--- config.mk ---
export PLATFORM = sky130hd
export DESIGN_NAME = mem_port_arbiter_flat
export DESIGN_NICKNAME = d
export VERILOG_FILES = /design/src/rtl/mem_port_arbiter_if.sv /design/src/rtl/mem_port_arbiter.sv /design/src/flat_wrapper.sv
export SDC_FILE = /design/constraint.sdc
export NUM_CORES = 1
export LEC_CHECK = 0
export CORE_AREA = 2 2 295 297
export DETAILED_ROUTE_END_ITERATION = 10
export DIE_AREA = 0 0 297 299
export RECOVER_POWER = 50
export SYNTH_ARGS = -nofsm -noshare
export SYNTH_HDL_FRONTEND = slang
export SYNTH_SLANG_ARGS = --single-unit
--- constraint.sdc ---
create_clock -name clk -period 3.1 [get_ports clk]
set_input_delay 0.62 -clock clk [delete_from_list [all_inputs] [get_ports clk]]
set_output_delay 0.62 -clock clk [all_outputs]
set_load 0.05 [all_outputs]
--- src/rtl/mem_port_arbiter_if.sv ---
// Bundle of the I-cache, D-cache and main-memory line-transfer signals that
// meet at the shared memory-port arbiter.
interface mem_port_arbiter_if #(
  parameter int ADDR_W = 28,
  parameter int DATA_W = 128
);
  // Handshake: a cache holds its read/write level (and address/data) until
  // its x_ready pulse, then drops or reissues it on the following cycle.
  // Memory strobes stay high until mem_ready, which completes the transfer.
  logic              ic_read;
  logic [ADDR_W-1:0] ic_addr;
  logic [DATA_W-1:0] ic_rdata;
  logic              ic_ready;

  logic              dc_read;
  logic              dc_write;
  logic [ADDR_W-1:0] dc_addr;
  logic [DATA_W-1:0] dc_wdata;
  logic [DATA_W-1:0] dc_rdata;
  logic              dc_ready;

  logic              mem_read;
  logic              mem_write;
  logic [ADDR_W-1:0] mem_addr;
  logic [DATA_W-1:0] mem_wdata;
  logic [DATA_W-1:0] mem_rdata;
  logic              mem_ready;

  modport slave (
    input  ic_read, ic_addr, dc_read, dc_write, dc_addr, dc_wdata,
           mem_rdata, mem_ready,
    output ic_rdata, ic_ready, dc_rdata, dc_ready,
           mem_read, mem_write, mem_addr, mem_wdata
  );

  modport master (
    output ic_read, ic_addr, dc_read, dc_write, dc_addr, dc_wdata,
           mem_rdata, mem_ready,
    input  ic_rdata, ic_ready, dc_rdata, dc_ready,
           mem_read, mem_write, mem_addr, mem_wdata
  );
endinterface

--- src/rtl/mem_port_arbiter.sv ---
// Serialises I-cache and D-cache line transfers onto the single main-memory
// port; round-robin or fixed D priority, plus a saturating conflict counter.
module mem_port_arbiter #(
  parameter int ADDR_W     = 28,
  parameter int DATA_W     = 128,
  parameter bit D_PRIORITY = 1'b0
) (
  input  logic        clk,
  input  logic        rst,
  mem_port_arbiter_if.slave bus,
  output logic [15:0] conflict_cnt,
  output logic [1:0]  state_dbg
);

  typedef enum logic [1:0] {
    IDLE  = 2'd0,
    GNT_I = 2'd1,
    GNT_D = 2'd2
  } state_t;

  state_t            state, state_nxt;
  logic              last_d;
  logic [ADDR_W-1:0] lat_addr;
  logic [DATA_W-1:0] lat_wdata;
  logic              lat_write;

  logic i_req, d_req, both, pick_d, granted;

  assign i_req = bus.ic_read;
  assign d_req = bus.dc_read | bus.dc_write;
  assign both  = i_req & d_req;
  // On a conflict D wins under fixed priority, otherwise whoever did not win last.
  assign pick_d = d_req & (~i_req | D_PRIORITY | ~last_d);

  always_comb begin
    state_nxt = state;
    case (state)
      IDLE:    if (i_req | d_req) state_nxt = pick_d ? GNT_D : GNT_I;
      GNT_I,
      GNT_D:   if (bus.mem_ready) state_nxt = IDLE;
      default: state_nxt = IDLE;
    endcase
  end

  always_ff @(posedge clk or negedge rst) begin
    if (!rst) begin
      state        <= IDLE;
      last_d       <= 1'b1;
      lat_addr     <= '0;
      lat_wdata    <= '0;
      lat_write    <= 1'b0;
      conflict_cnt <= '0;
    end else begin
      state <= state_nxt;
      if (state == IDLE && (i_req | d_req)) begin
        last_d    <= pick_d;
        lat_addr  <= pick_d ? bus.dc_addr : bus.ic_addr;
        lat_wdata <= pick_d ? bus.dc_wdata : '0;
        lat_write <= pick_d & bus.dc_write;
      end
      if (state == IDLE && both && conflict_cnt != 16'hFFFF)
        conflict_cnt <= conflict_cnt + 16'd1;
    end
  end

  // Memory side sees only latched values, and nothing at all while idle.
  assign granted       = (state != IDLE);
  assign bus.mem_read  = granted & ~lat_write;
  assign bus.mem_write = granted & lat_write;
  assign bus.mem_addr  = granted ? lat_addr : '0;
  assign bus.mem_wdata = (granted & lat_write) ? lat_wdata : '0;

  assign bus.ic_ready = (state == GNT_I) & bus.mem_ready;
  assign bus.dc_ready = (state == GNT_D) & bus.mem_ready;
  assign bus.ic_rdata = bus.ic_ready ? bus.mem_rdata : '0;
  assign bus.dc_rdata = bus.dc_ready ? bus.mem_rdata : '0;

  assign state_dbg = state;

endmodule

--- src/flat_wrapper.sv ---
// flat-port wrapper written by rule: the top's interface ports become plain ports
module mem_port_arbiter_flat 
#(
  parameter int ADDR_W     = 28,
  parameter int DATA_W     = 128,
  parameter bit D_PRIORITY = 1'b0
)
  (clk, rst, conflict_cnt, state_dbg, bus_ic_read, bus_ic_addr, bus_dc_read, bus_dc_write, bus_dc_addr, bus_dc_wdata, bus_mem_rdata, bus_mem_ready, bus_ic_rdata, bus_ic_ready, bus_dc_rdata, bus_dc_ready, bus_mem_read, bus_mem_write, bus_mem_addr, bus_mem_wdata);
  mem_port_arbiter_if #(.ADDR_W(ADDR_W), .DATA_W(DATA_W)) bus_i ();
  input  logic clk;
  input  logic rst;
  output logic [15:0] conflict_cnt;
  output logic [1:0] state_dbg;
  input wire logic [$bits(bus_i.ic_read)-1:0] bus_ic_read;
  input wire logic [$bits(bus_i.ic_addr)-1:0] bus_ic_addr;
  input wire logic [$bits(bus_i.dc_read)-1:0] bus_dc_read;
  input wire logic [$bits(bus_i.dc_write)-1:0] bus_dc_write;
  input wire logic [$bits(bus_i.dc_addr)-1:0] bus_dc_addr;
  input wire logic [$bits(bus_i.dc_wdata)-1:0] bus_dc_wdata;
  input wire logic [$bits(bus_i.mem_rdata)-1:0] bus_mem_rdata;
  input wire logic [$bits(bus_i.mem_ready)-1:0] bus_mem_ready;
  output wire logic [$bits(bus_i.ic_rdata)-1:0] bus_ic_rdata;
  output wire logic [$bits(bus_i.ic_ready)-1:0] bus_ic_ready;
  output wire logic [$bits(bus_i.dc_rdata)-1:0] bus_dc_rdata;
  output wire logic [$bits(bus_i.dc_ready)-1:0] bus_dc_ready;
  output wire logic [$bits(bus_i.mem_read)-1:0] bus_mem_read;
  output wire logic [$bits(bus_i.mem_write)-1:0] bus_mem_write;
  output wire logic [$bits(bus_i.mem_addr)-1:0] bus_mem_addr;
  output wire logic [$bits(bus_i.mem_wdata)-1:0] bus_mem_wdata;
  assign bus_i.ic_read = bus_ic_read;
  assign bus_i.ic_addr = bus_ic_addr;
  assign bus_i.dc_read = bus_dc_read;
  assign bus_i.dc_write = bus_dc_write;
  assign bus_i.dc_addr = bus_dc_addr;
  assign bus_i.dc_wdata = bus_dc_wdata;
  assign bus_i.mem_rdata = bus_mem_rdata;
  assign bus_i.mem_ready = bus_mem_ready;
  assign bus_ic_rdata = bus_i.ic_rdata;
  assign bus_ic_ready = bus_i.ic_ready;
  assign bus_dc_rdata = bus_i.dc_rdata;
  assign bus_dc_ready = bus_i.dc_ready;
  assign bus_mem_read = bus_i.mem_read;
  assign bus_mem_write = bus_i.mem_write;
  assign bus_mem_addr = bus_i.mem_addr;
  assign bus_mem_wdata = bus_i.mem_wdata;
  mem_port_arbiter #(.ADDR_W(ADDR_W), .DATA_W(DATA_W), .D_PRIORITY(D_PRIORITY)) u_core (.clk(clk), .rst(rst), .bus(bus_i), .conflict_cnt(conflict_cnt), .state_dbg(state_dbg));
endmodule
==> PnR_summary.wiki, run 1 <==
{| class="wikitable"
! Metric !! Value
|-
| Synth Area in XOR/XNOR || 0.0118
|-
| Share of post-route cells with drive strength above 1 || 0.271
|-
| Leakage power summed over all cells || 9.88 nW
|-
| Via density || 3.69
|-
| Syn Nets || 1317
|-
| Worst setup path category || reg -> out
|-
| Post-synth top area cell || dfrtp_1
|-
| Violated checks || max-capacitance violations, max-slew violations
|-
| Final-stage net count || 2007
|-
| Sum of internal, switching and leakage power || 17.6 mW
|-
| Total track usage || 0.143
|-
| Run status || complete, but fails checks
|-
| Kind of launch point of the worst setup path || register
|-
| Num rows || 108
|-
| Number of flip-flops and latches in the synthesized netlist || 176
|-
| Total number of yosys warnings || 0
|-
| Vias in the first global route || 10800
|-
| Weighted congestion at the end of routability-driven global placement || 0.837
|-
| Fraction of the core area covered by cells at the end of the flow || 0.242
|-
| Placement-stage worst setup slack || 0.463 ns
|-
| Path class of the lowest-slack min-delay path || reg -> reg
|-
| Delay contributed by the slowest stage of the critical path || 0.45 ns
|-
| Count of max-cap constraint violations || 1
|-
| Req. time, crit path || 2.48 ns
|-
| Worst Setup Slack, final || 0.164 ns
|-
| Simple-gate share of the synthesized area || 0.308
|-
| Final hold vios || 0
|-
| First-pass GRT wire length || 88700 um
|-
| Total setup buffers inserted after CTS || 0
|-
| Final total negative setup slack || 0 ns
|-
| Most used standard cell by instance count after synthesis || and3_1
|-
| X dimension of the die || 297 um
|-
| PortBufs || 751
|-
| Cell types with the largest area share after synthesis || dfrtp_1, and3_1, a22o_1, and2_1, clkbuf_1
|-
| Area growth from synthesis to final layout || 115%
|-
| Synth async-reset ratio || 1.00
|-
| Overall via count from detail_route || 10500
|-
| Count of flip-flops with a built-in enable after synthesis || 0
|-
| Clock Tree Buf Depth || 2
|-
| Initial standard-cell utilization of the core || 0.112
|-
| Setup repair after global routing missed its margin || false
|-
| Clock root buffer master || clkbuf_16
|-
| Critical-path cell list || inv_1, ha_4, buf_12, and3_1, buf_12
|-
| TritonCTS clock tree || built
|-
| Skew final || 0.0127 ns
|-
| Worst-path clk slew || 0.07 ns
|-
| CTS resizes || 17
|-
| Boundary pin count || 752
|-
| Post-detailed-route wirelength per cell || 23.0 um
|-
| Placeable core area || 85900 um^2
|-
| Die height || 299 um
|-
| Share of the clock period used by the worst path after layout || 0.947
|-
| Synth top area share || 0.453
|-
| Post-route ant nets || 0
|-
| Antenna violations before repair || 25
|-
| Largest voltage drop on the vdd net || 494 uV
|-
| Number of remaining DRC errors || 0
|-
| Post-synthesis compound-gate area fraction || 0.138
|-
| Area of the mapped netlist || 9660 um^2
|-
| Critical path's most frequent cell || buf_12
|-
| Post-synthesis sequential area ratio || 0.456
|-
| Dominant synthesized flop cell || dfrtp_1
|-
| Length of the first detailed-routing pass in iterations || 4
|-
| Peak Freq || 0.341 GHz
|-
| Total half-perimeter wirelength after legalization and detailed placement || 55000 um
|-
| Share of cell area taken by muxes after synthesis || 0.0314
|-
| Post-synthesis average cell area || 9.71 um^2
|-
| Pwr Density || 846 nW/um^2
|-
| Worst-Margin Slew || 1.77 ns
|-
| Maximum number of pins on one net before global-route repair || 104
|-
| Data arrival time of the critical path || 2.32 ns
|-
| Number of hold-repair buffers added at the cts stage || 0
|-
| Endpoint kind of the worst setup timing path || output port
|-
| Number of library cell types mapped by synthesis || 36
|-
| Iteration-0 DRC count of the detailed router || 496
|-
| Total Wirelength || 65700 um
|-
| Gate Count Post-Synth || 995
|-
| Area enclosed by the die boundary || 88800 um^2
|-
| Sum of overflow across all layers after global routing || 0
|-
| Final max-slew violation count || 59
|-
| Cell types with the highest counts after synthesis || and3_1, dfrtp_1, and2_1
|-
| Post-Synth Adder-Cell Area || 0.00518
|-
| Clock Sink Count || 176
|-
| CP max FO || 82
|-
| Relative slew slack || -0.183
|-
| Final period demand of the worst path || 2.94 ns
|-
| Dominant combinational cell family by area after synthesis || simple AND/OR/NAND/NOR gates
|-
| Library cell contributing the largest single delay on the critical path || dfrtp_2
|-
| Num CTS Buffers || 17
|-
| Clock latency reported for the late side of the worst-skew pair || 0.48 ns
|-
| H-tree Lvls || 4
|-
| Final setup viols || 0
|}
[metal layers]
metal / global-route usage / vias up / routed length (um)
li1: - / 4921 / -
met1: 0.153 / 4999 / 24600
met2: 0.263 / 507 / 34100
met3: 0.0475 / 87 / 5070
met4: 0.0450 / 14 / 1850
met5: 0 / - / 94
[layout by cell type (no fill, tap or decap), types with 2 or more instances in the layout]
master	instances
clkinvlp_4	3
nor2b_1	29
nand2_1	38
inv_6	4
clkbuf_16	17
nor3b_1	2
clkbuf_2	7
o21ai_0	30
buf_6	3
dlymetal6s2s_1	2
a22o_1	129
inv_1	2
buf_12	226
dlygate4sd2_1	17
ha_4	2
inv_8	4
buf_4	180
nor4_1	4
nand4_1	4
and2_1	132
mux2_2	2
xor2_1	12
clkbuf_1	17
dfrtp_1	174
nand3_1	5
and4_1	2
clkdlybuf4s50_1	314
clkbuf_8	2
nor2_1	4
dlygate4sd3_1	19
diode_2	3
and3_1	257
mux2i_1	28
nor3_1	7
[final timing paths]
check,from,endpoint,depth (start not counted),slack (ns)
max,u_core.state_dbg[0],bus_dc_rdata[125],5,0.16
min,u_core.lat_addr[7],u_core.lat_addr[7],2,0.47
max reg2reg,u_core.state_dbg[0],u_core.lat_wdata[45],6,0.31
min reg2reg,u_core.lat_addr[7],u_core.lat_addr[7],2,0.47
max in group asynchronous,rst,u_core.lat_wdata[116],2,1.00
min in group asynchronous,rst,u_core.lat_wdata[103],1,0.63
[sequential cells by signal, summed over array words and instances (netlist names)]
signal	flops
u_core.conflict_cnt	16
u_core.last_d	1
u_core.lat_addr	28
u_core.lat_wdata	128
u_core.lat_write	1
u_core.state_dbg	2
[critical path: cells and delay by family, from the launching register on]
kind | cells | cell delay [ns]
fa+ha+maj | 1 | 0.38
buf+inv | 3 | 0.64
flops | 1 | 0.45
simple gates | 1 | 0.31
[cells by family after synthesis]
| kind of cell | after synthesis |
|---|---|
| AOI/OAI and AO/OA | 165 |
| xor gates and xnor gates | 13 |
| adders and majority gates | 4 |
| muxes | 30 |
| and+or+nand+nor | 490 |
| buffers and inverters | 117 |
| DFF | 176 |
[power breakdown]
part	internal, mW	switching, mW
Clock	1.10	1.09
Sequential	3.42	0.716
Combinational	4.22	7.03
[per-stage QoR]
stage	cell area [um^2]	cells	hold slack, ns
CTS	21000	2853	0.131
finish	20800	2856	0.474
floorplan	9660	995	0.324
detailed placement	20500	2821	0.465
global route	20800	2854	0.504
global placement	20500	2821	0.453
[layout make-up]
cell class	instances	area, um^2
inverter	2	7.51
clock buffer	19	453
timing repair buffer	786	9520
multi-input combinational	702	4810
tap	1155	1450
antenna	3	7.51
fill	9290	65200
clock inverter	13	116
sequential	176	4410
Note: power is estimated with default switching activity, not from simulation.
==> inputs of run 2 (changes only) <==
--- a/config.mk
+++ b/config.mk
@@ -6,6 +6,7 @@
 export NUM_CORES = 1
 export LEC_CHECK = 0
 export CORE_AREA = 2 2 295 297
+export CTS_CLUSTER_SIZE = 10
 export DETAILED_ROUTE_END_ITERATION = 10
 export DIE_AREA = 0 0 297 299
 export RECOVER_POWER = 50
==> results of run 2 <==
Same layout as run 1: the final DEF is identical, and so are final timing and power.
